`src/rtl/har_tnn1_tnnzeq.sv`:
```
// Sequential ternary neural network classifier (12 features -> 40 hidden -> 6 classes).
// Optional macro TNN_VALID_EN adds a 'valid' output that rises with the registered prediction.
module har_tnn1_tnnzeq #(
  parameter int FEAT_CNT   = 12,
  parameter int HIDDEN_CNT = 40,
  parameter int FEAT_BITS  = 4,
  parameter int CLASS_CNT  = 6,
  parameter logic [2*FEAT_CNT*HIDDEN_CNT-1:0]  HIDDEN_W = '0,
  parameter logic [2*HIDDEN_CNT*CLASS_CNT-1:0] OUT_W    = '0
) (
  input  logic                            clk,
  input  logic                            rst,
  input  logic [FEAT_BITS*FEAT_CNT-1:0]   data,
  output logic [$clog2(CLASS_CNT)-1:0]    prediction
`ifdef TNN_VALID_EN
  ,
  output logic                            valid
`endif
);

  localparam int ACC_W   = $clog2(FEAT_CNT*(2**FEAT_BITS-1)+1) + 1;
  localparam int SCORE_W = $clog2(HIDDEN_CNT+1) + 1;
  localparam int PRED_W  = $clog2(CLASS_CNT);
  localparam int FC_W    = (FEAT_CNT > 1) ? $clog2(FEAT_CNT) : 1;
  localparam int HC_W    = (HIDDEN_CNT > 1) ? $clog2(HIDDEN_CNT) : 1;

  typedef enum logic [1:0] {
    PH_L1,
    PH_L2,
    PH_DONE
  } phase_e;

  phase_e                    r_phase;
  phase_e                    w_phase_nxt;
  logic [FC_W-1:0]           r_feat_cnt;
  logic [HC_W-1:0]           r_hid_cnt;
  logic signed [ACC_W-1:0]   r_acc       [HIDDEN_CNT];
  logic signed [ACC_W-1:0]   w_acc_nxt   [HIDDEN_CNT];
  logic [HIDDEN_CNT-1:0]     r_hidden;
  logic signed [SCORE_W-1:0] r_score     [CLASS_CNT];
  logic signed [SCORE_W-1:0] w_score_nxt [CLASS_CNT];
  logic [PRED_W-1:0]         r_pred;
  logic [PRED_W-1:0]         w_argmax;
  logic [FEAT_BITS-1:0]      w_feat;
  logic                      w_hbit;
  logic                      w_l1_last;
  logic                      w_l2_last;
  int                        w_fi;
  int                        w_hi;

  function automatic logic signed [ACC_W-1:0] l1_term(input logic [1:0] w,
                                                       input logic [FEAT_BITS-1:0] x);
    logic signed [ACC_W-1:0] xe;
    xe = ACC_W'(x);
    case (w)
      2'b01:   return xe;
      2'b11:   return -xe;
      default: return '0;
    endcase
  endfunction

  function automatic logic signed [SCORE_W-1:0] l2_term(input logic [1:0] w);
    case (w)
      2'b01:   return SCORE_W'(1);
      2'b11:   return '1;
      default: return '0;
    endcase
  endfunction

  assign w_fi      = int'(r_feat_cnt);
  assign w_hi      = int'(r_hid_cnt);
  assign w_feat    = data[FEAT_BITS*w_fi +: FEAT_BITS];
  assign w_hbit    = r_hidden[w_hi];
  assign w_l1_last = (r_phase == PH_L1) && (r_feat_cnt == FC_W'(FEAT_CNT-1));
  assign w_l2_last = (r_phase == PH_L2) && (r_hid_cnt == HC_W'(HIDDEN_CNT-1));

  always_comb begin
    for (int j = 0; j < HIDDEN_CNT; j++)
      w_acc_nxt[j] = r_acc[j] + l1_term(HIDDEN_W[2*(j*FEAT_CNT+w_fi) +: 2], w_feat);
  end

  always_comb begin
    for (int k = 0; k < CLASS_CNT; k++)
      w_score_nxt[k] = r_score[k] +
                       (w_hbit ? l2_term(OUT_W[2*(k*HIDDEN_CNT+w_hi) +: 2]) : '0);
  end

  // Strict greater-than keeps the lowest index on ties.
  always_comb begin
    w_argmax = '0;
    for (int k = 1; k < CLASS_CNT; k++)
      if (w_score_nxt[k] > w_score_nxt[w_argmax]) w_argmax = PRED_W'(k);
  end

  // NOTE: combinational blocks assign every output a default first so no latch is inferred.
  always_comb begin
    w_phase_nxt = r_phase;
    case (r_phase)
      PH_L1:   if (w_l1_last) w_phase_nxt = PH_L2;
      PH_L2:   if (w_l2_last) w_phase_nxt = PH_DONE;
      default: w_phase_nxt = r_phase;
    endcase
  end

  // NOTE: sequential state uses non-blocking assignments so all registers update together.
  always_ff @(posedge clk or negedge rst) begin
    if (!rst) r_phase <= PH_L1;
    else      r_phase <= w_phase_nxt;
  end

  // NOTE: accumulator and score arrays are reset because every inference starts from zero.
  always_ff @(posedge clk or negedge rst) begin
    if (!rst) begin
      r_feat_cnt <= '0;
      r_hid_cnt  <= '0;
      r_hidden   <= '0;
      r_pred     <= '0;
      for (int j = 0; j < HIDDEN_CNT; j++) r_acc[j] <= '0;
      for (int k = 0; k < CLASS_CNT; k++) r_score[k] <= '0;
    end else begin
      case (r_phase)
        PH_L1: begin
          for (int j = 0; j < HIDDEN_CNT; j++) r_acc[j] <= w_acc_nxt[j];
          if (w_l1_last) begin
            r_feat_cnt <= '0;
            r_hid_cnt  <= '0;
            for (int j = 0; j < HIDDEN_CNT; j++) r_hidden[j] <= ~w_acc_nxt[j][ACC_W-1];
          end else begin
            r_feat_cnt <= r_feat_cnt + FC_W'(1);
          end
        end
        PH_L2: begin
          for (int k = 0; k < CLASS_CNT; k++) r_score[k] <= w_score_nxt[k];
          if (w_l2_last) r_pred    <= w_argmax;
          else           r_hid_cnt <= r_hid_cnt + HC_W'(1);
        end
        default: ;
      endcase
    end
  end

  assign prediction = r_pred;

`ifdef TNN_VALID_EN
  logic r_valid;

  always_ff @(posedge clk or negedge rst) begin
    if (!rst)           r_valid <= 1'b0;
    else if (w_l2_last) r_valid <= 1'b1;
  end

  assign valid = r_valid;
`endif

endmodule

```
`config.mk`:
```
export PLATFORM = sky130hd
export DESIGN_NAME = har_tnn1_tnnzeq
export DESIGN_NICKNAME = d
export VERILOG_FILES = /design/src/rtl/har_tnn1_tnnzeq.sv
export SDC_FILE = /design/constraint.sdc
export NUM_CORES = 1
export LEC_CHECK = 0
export ABC_AREA = 1
export BUFFER_PORTS_ARGS = -buffer_cell sky130_fd_sc_hd__buf_4
export CORE_MARGIN = 8
export CORE_UTILIZATION = 42
export CTS_BUF_LIST = sky130_fd_sc_hd__clkbuf_16
export DETAILED_ROUTE_END_ITERATION = 16
export MAX_ROUTING_LAYER = met4
export PLACE_DENSITY = 0.83
export SLEW_MARGIN = 10
export SYNTH_ARGS = -nofsm -noshare
export SYNTH_HDL_FRONTEND = slang
export SYNTH_SLANG_ARGS = --single-unit
```
`constraint.sdc`:
```
create_clock -name clk -period 2.84 [get_ports clk]
set_input_delay 0.142 -clock clk [delete_from_list [all_inputs] [get_ports clk]]
set_output_delay 0.142 -clock clk [all_outputs]
set_load 0.05 [all_outputs]
```
==> results of run 1 <==
## per-stage QoR
step	setup WS, ps	cell area (um2)
finish	1540	870
global route	1430	870
CTS	1530	870
detailed placement	1540	781
global placement	1590	781
floorplan	1680	729
## critical path, cell delays in order (launching register included)
cell and delay, ps:
dfrtp_1 400, ha_1 240, nand2_2 100, nor2_2 50
nand2_2 110, nand3_4 130, nand2_1 90, o21ai_1 60
## power by group through the flow
stage / clock [mW] / combinational [mW] / sequential (mW)
global placement: 0 / 0.00521 / 0.218
CTS: 0.275 / 0.00635 / 0.214
finish: 0.268 / 0.00592 / 0.214
floorplan: 0 / 0.000000197 / 0.218
global route: 0.285 / 0.00705 / 0.214
detailed placement: 0 / 0.00528 / 0.218
## registers in the layout, indices dropped and copies added (netlist names)
| name | flops |
|---|---|
| r_hid_cnt | 6 |
| prediction | 3 |
| r_feat_cnt | 4 |
| r_phase | 2 |
## kinds of logic after synthesis
| group | Yosys count | share of synthesized area, % |
|---|---|---|
| buffers and inverters | 16 | 8.23 |
| flip-flops | 15 | 51.5 |
| adder cells (fa/ha/maj) | 2 | 3.43 |
| AO/OA/AOI/OAI | 13 | 9.26 |
| AND/OR/NAND/NOR | 43 | 27.6 |
## area by class of cell
cell class	instances	area (um2)	share of cell area, %
Clock buffer	3	75.1	8.63
Clock inverter	1	3.75	0.432
Timing Repair Buffer	5	40.0	4.60
Inverter	16	60.1	6.91
Tap cell	17	21.3	2.45
Multi-Input combinational cell	58	294	33.8
Sequential cell	15	375	43.2
## path summary, 6_finish.rpt
kind | startpoint | endpoint | slack [ps] | cells past startpoint
min in group clk | r_feat_cnt[0] | r_feat_cnt[0] | 510 | 1
min | rst | prediction[1] | 280 | 2
max reg2reg | r_hid_cnt[0] | r_hid_cnt[5] | 1540 | 7
max in group asynchronous | rst | r_hid_cnt[3] | 2380 | 2
max | r_hid_cnt[0] | r_hid_cnt[5] | 1540 | 7
min reg2reg | r_feat_cnt[0] | r_feat_cnt[0] | 510 | 1
## metal layers
| layer | routed length, um | GRT usage [%] | share of wire (%) | vias to the layer above |
|---|---|---|---|---|
| met2 | 654 | 17.0 | 48 | 7 |
| met3 | 71 | 4.86 | 5.2 | 4 |
| li1 | - | - | - | 295 |
| met4 | 24 | 5.24 | 1.8 | 0 |
| met5 | 0 | - | 0 | - |
| met1 | 608 | 10.1 | 45 | 251 |
## cell usage in the layout (no fill, tap or decap), types with 2 or more instances in the layout
cell,n
inv_1,16
nand3_1,7
buf_4,4
nand2_2,3
ha_1,2
nor2_1,7
clkbuf_16,3
nor2_2,2
a21oi_1,3
o21ai_0,4
dfrtp_1,15
nand2_1,21
o21ai_1,5
## timing repair
action,in CTS,in global routing
hold endpoints to repair,15,0
hold buffers,1,0
resized for setup,0,0
==> flow_metrics.py, run 1 <==
metrics = {
    "run_status": {
        "status": "finished clean",
    },
    "grt": {
        "grt_antenna_before_repair": 0,
        "global_route_wire_length_before_repair_um": 2520,
        "grt_max_degree": 16,
        "number_of_global_route_vias_before_repair": 625,
        "groute.usage.overall_pct": 10.3,
        "grt.overflow.total": 0,
    },
    "logic_synthesis": {
        "sequential_area_share_after_synthesis_pct": 51.5,
        "postSynthNetCount": 141,
        "async_flop_share_pct": 100,
        "ys_top_cells_by_count": "nand2_1, dfrtp_1, inv_1, nand3_1, nor2_1",
        "synth.cell_area_um2": 729,
        "synthMostInstantiatedCell": "nand2_1",
        "syn-instance-count": 89,
        "netlist.area_leader.share_pct": 51.5,
        "synth-warning-count": 0,
        "netlist-cell-type-count": 16,
        "synth_top_cell_by_area": "dfrtp_1",
        "synthFlopType": "dfrtp_1",
        "ys_top_cells_by_area": "dfrtp_1, nand2_1, inv_1",
        "synth-seq-cells": 15,
        "number_of_flops_mapped_to_enable_cells_by_yosys": 0,
        "synth.avg_cell_area_um2": 8.20,
    },
    "clocking": {
        "clock_tree.htree_level_count": 1,
        "total_clock_buffers_created_by_cts": 3,
        "cts_max_path_buffers": 2,
        "clock-root-buffer": "clkbuf_16",
        "post-cts-setup-buffer-count": 0,
        "worst_skew_pair.late_latency_ps": 250,
        "cts.clk_slew.worst_paths_ps": 50,
        "cts_tree": "done",
        "cts.sinks": 15,
    },
    "die": {
        "chipHeight_um": 57.7,
        "floorplan.die.width_um": 57.7,
        "initial_core_util_pct": 43.7,
        "die-area_um2": 3330,
        "io_pins": 53,
        "placeableCoreArea_um2": 1670,
        "row_count": 15,
    },
    "placement": {
        "port_buffers": 4,
        "dp_hpwl_um": 1040,
        "finalWeightedCongestion": 0.721,
        "dp_cells": 110,
    },
    "timing": {
        "setup_viol_count_final": 0,
        "layout_min_cycle_time_ps": 1300,
        "final.setup_skew_ps": 4.20,
        "final.hold.worst_slack_ps": 283,
        "grt_setup_unrepaired": "no",
        "slew_hr_pct": 85.5,
        "layout_worst_path_cycle_share_pct": 45.8,
        "worstMarginPinSlew_ps": 217,
        "timing.final.hold_violations": 0,
        "clock.fmax_ghz": 0.770,
        "final-max-slew-violation-count": 0,
        "fin_tns_setup_ps": 0,
    },
    "route": {
        "drt_drc_violations_left": 0,
        "detailed_routing_iteration_count_for_the_pre_antenna_repair_pass": 4,
        "routedWlPerCell_um": 11.8,
        "drt_iter0_markers": 11,
        "route.antenna.remaining_nets": 0,
        "dr_total_vias": 557,
        "avgViaCountPerCell": 4.84,
        "totalWireLength_um": 1360,
    },
    "cells_and_area": {
        "layout-drive-gt1-share_pct": 15.3,
        "final_net_count": 151,
        "n_antenna_cell": 0,
        "fin_cells": 115,
        "flow.area_growth_from_synthesis_pct": 19.2,
        "num-fill-cells": 151,
        "postLayoutCoreUtil_pct": 52.1,
    },
    "hold_path": {
        "hold_class": "in -> async",
    },
    "setup_path": {
        "setup.worst_path.start_class": "flip-flop",
        "crit_arrival_ps": 1420,
        "worst_ep_required_time_ps": 2960,
        "critical_path_class": "reg -> reg",
        "crit_fanout": 10,
        "endpoint_kind": "flip-flop",
    },
    "power": {
        "power_switching_share_pct": 17.6,
        "power.density_nw_per_um2": 561,
        "power.switching_uw": 85.6,
        "peakVddDrop_mv": 0.345,
        "p_leak_nw": 0.454,
        "power.total_uw": 488,
        "seqPwrFrac_pct": 43.9,
        "clkPwrFrac_pct": 54.8,
        "p_int_uw": 402,
        "pwr-share-comb_pct": 1.2,
    },
    "job": {
        "drv_cap": 0,
    },
}
Power figures use the tool's default switching activity.
==> run 2, diff against run 1 <==
CORE_UTILIZATION = 39   (was 42)
PLACE_DENSITY = 0.77   (was 0.83)
clock period = 1.2 ns   (was 2.84 ns; I/O delays follow)
==> run 2 against run 1 <==
Sequential cell count unchanged. Clock skew shrank 3.1 ps. Clock power up 150%. Sequential share of layout area fell by 8.6 points. Largest cell class is now multi-input combinational cells. Largest power group unchanged.
==> flow_metrics.py, run 2 (same netlist as run 1, synthesis figures left out) <==
metrics = {
    "run_status": {
        "status": "finished clean",
    },
    "power": {
        "power.density_nw_per_um2": 1090,
        "p_leak_nw": 0.532,
        "peakVddDrop_mv": 1.10,
    },
    "route": {
        "routedWlPerCell_um": 12.3,
        "drt_drc_violations_left": 0,
        "route.antenna.remaining_nets": 0,
        "totalWireLength_um": 1700,
        "drt_iter0_markers": 15,
        "avgViaCountPerCell": 4.68,
        "dr_total_vias": 646,
        "detailed_routing_iteration_count_for_the_pre_antenna_repair_pass": 4,
    },
    "grt": {
        "number_of_global_route_vias_before_repair": 633,
        "grt_antenna_before_repair": 0,
        "grt_max_degree": 16,
        "groute.usage.overall_pct": 10.4,
        "global_route_wire_length_before_repair_um": 2730,
        "grt.overflow.total": 0,
    },
    "placement": {
        "dp_cells": 127,
        "finalWeightedCongestion": 0.798,
        "port_buffers": 4,
        "detailed_place.area_um2": 858,
        "dp_hpwl_um": 1090,
    },
    "die": {
        "io_pins": 53,
        "row_count": 15,
        "initial_core_util_pct": 41.8,
        "die-area_um2": 3510,
        "chipHeight_um": 59.2,
        "placeableCoreArea_um2": 1750,
        "floorplan.die.width_um": 59.2,
    },
    "cells_and_area": {
        "layout_cell_area_excl_fill_um2": 1080,
        "layout-drive-gt1-share_pct": 37.2,
        "fin_cells": 138,
        "largest_register_by_flop_count": "r_hid_cnt",
        "flow.area_growth_from_synthesis_pct": 48.7,
        "most_common_cell_after_layout_fill_and_taps_aside": "nand2_1",
        "n_antenna_cell": 0,
        "num-fill-cells": 140,
        "layout_common_cells": "nand2_1, buf_4, dfrtp_1, inv_1, o21ai_1",
        "final_net_count": 166,
        "postLayoutCoreUtil_pct": 62.2,
        "max_reg_flops": 6,
    },
    "timing": {
        "clock.fmax_ghz": 0.845,
        "setup_viol_count_final": 0,
        "fin_tns_setup_ps": 0,
        "timing.final.hold_violations": 0,
        "final-max-slew-violation-count": 0,
        "slew_hr_pct": 87.1,
        "grt_setup_unrepaired": "yes",
        "worstMarginPinSlew_ps": 194,
        "layout_worst_path_cycle_share_pct": 98.6,
        "final.setup_skew_ps": 1.10,
        "layout_min_cycle_time_ps": 1180,
    },
    "clocking": {
        "clock_tree.htree_level_count": 1,
        "cts_max_path_buffers": 2,
        "worst_skew_pair.late_latency_ps": 250,
        "total_clock_buffers_created_by_cts": 3,
        "cts.sinks": 15,
        "clock-root-buffer": "clkbuf_16",
        "cts_tree": "done",
        "cts.clk_slew.worst_paths_ps": 50,
    },
    "setup_path": {
        "setup.worst_path.start_class": "flip-flop",
        "worst_ep_required_time_ps": 1340,
        "crit_arrival_ps": 1330,
        "crit_slowest_cell": "dfrtp_1",
        "crit_fanout": 4,
        "critical_path_class": "reg -> reg",
        "endpoint_kind": "flip-flop",
        "critical_path.cell_chain": "ha_2 -> nand2_2 -> nor2_4 -> nand2_4 -> buf_6 -> inv_6 -> nor2_2",
        "cpPeakStageDelay_ps": 370,
    },
    "job": {
        "drv_cap": 0,
    },
    "hold_path": {
        "hold_class": "in -> async",
    },
}
[run 2: cell type report]
cell class	instances	area, um2	share of cell area, %
Clock buffer	3	75.1	6.92
Clock inverter	1	7.51	0.692
Inverter	16	65.1	6.00
Multi-Input combinational cell	59	378	34.8
Sequential cell	15	375	34.6
Tap cell	25	31.3	2.88
Timing Repair Buffer	19	153	14.1
[run 2: worst paths after layout]
| check | to | start | depth (start not counted) | slack (ps) |
|---|---|---|---|---|
| worst max-delay path | prediction[0] | r_hid_cnt[0] | 7 | 20 |
| worst min-delay path | r_hid_cnt[5] | rst | 2 | 210 |
| worst max register to register | prediction[0] | r_hid_cnt[0] | 7 | 20 |
| worst min register to register | prediction[2] | prediction[2] | 2 | 490 |
| max in group asynchronous | r_phase[1] | rst | 2 | 820 |
| min in group clk | prediction[2] | prediction[2] | 2 | 490 |
[run 2: layer usage]
metal	global-route usage [%]	wire length (um)
met1	11.3	746
met2	17.4	892
met4	2.05	9
met3	4.56	47
met5	-	0
[run 2: critical path: cells and delay by family, from the launching register on]
kind / cells / cell delay, ps
fa+ha+maj: 1 / 190
flops: 1 / 370
simple gates: 4 / 310
buf+inv: 2 / 190
[run 2: power by group]
part	total, mW	internal (mW)	switching, mW
logic	0.0142	0.00435	0.00989
registers	0.507	0.507	0
clock network	0.665	0.449	0.216
total	1.19	0.960	0.226
[run 2: what timing repair did]
item / in CTS / in global routing
setup endpoints to repair: 9 / 11
hold buffers: 1 / 0
hold endpoints to repair: 15 / 0
pin swaps: 4 / 6
setup buffers: 0 / 5
cloned: 1 / 0
gates resized for setup: 9 / 16
[run 2: through the flow]
stage	worst slack [ps]	power [mW]	hold slack (ps)
floorplan	36.5	0.515	-236
global route	-41.1	1.23	240
global placement	6.90	0.527	-77.0
CTS	-7.15	1.20	211
detailed placement	-36.6	0.528	-76.0
finish	16.4	1.19	207
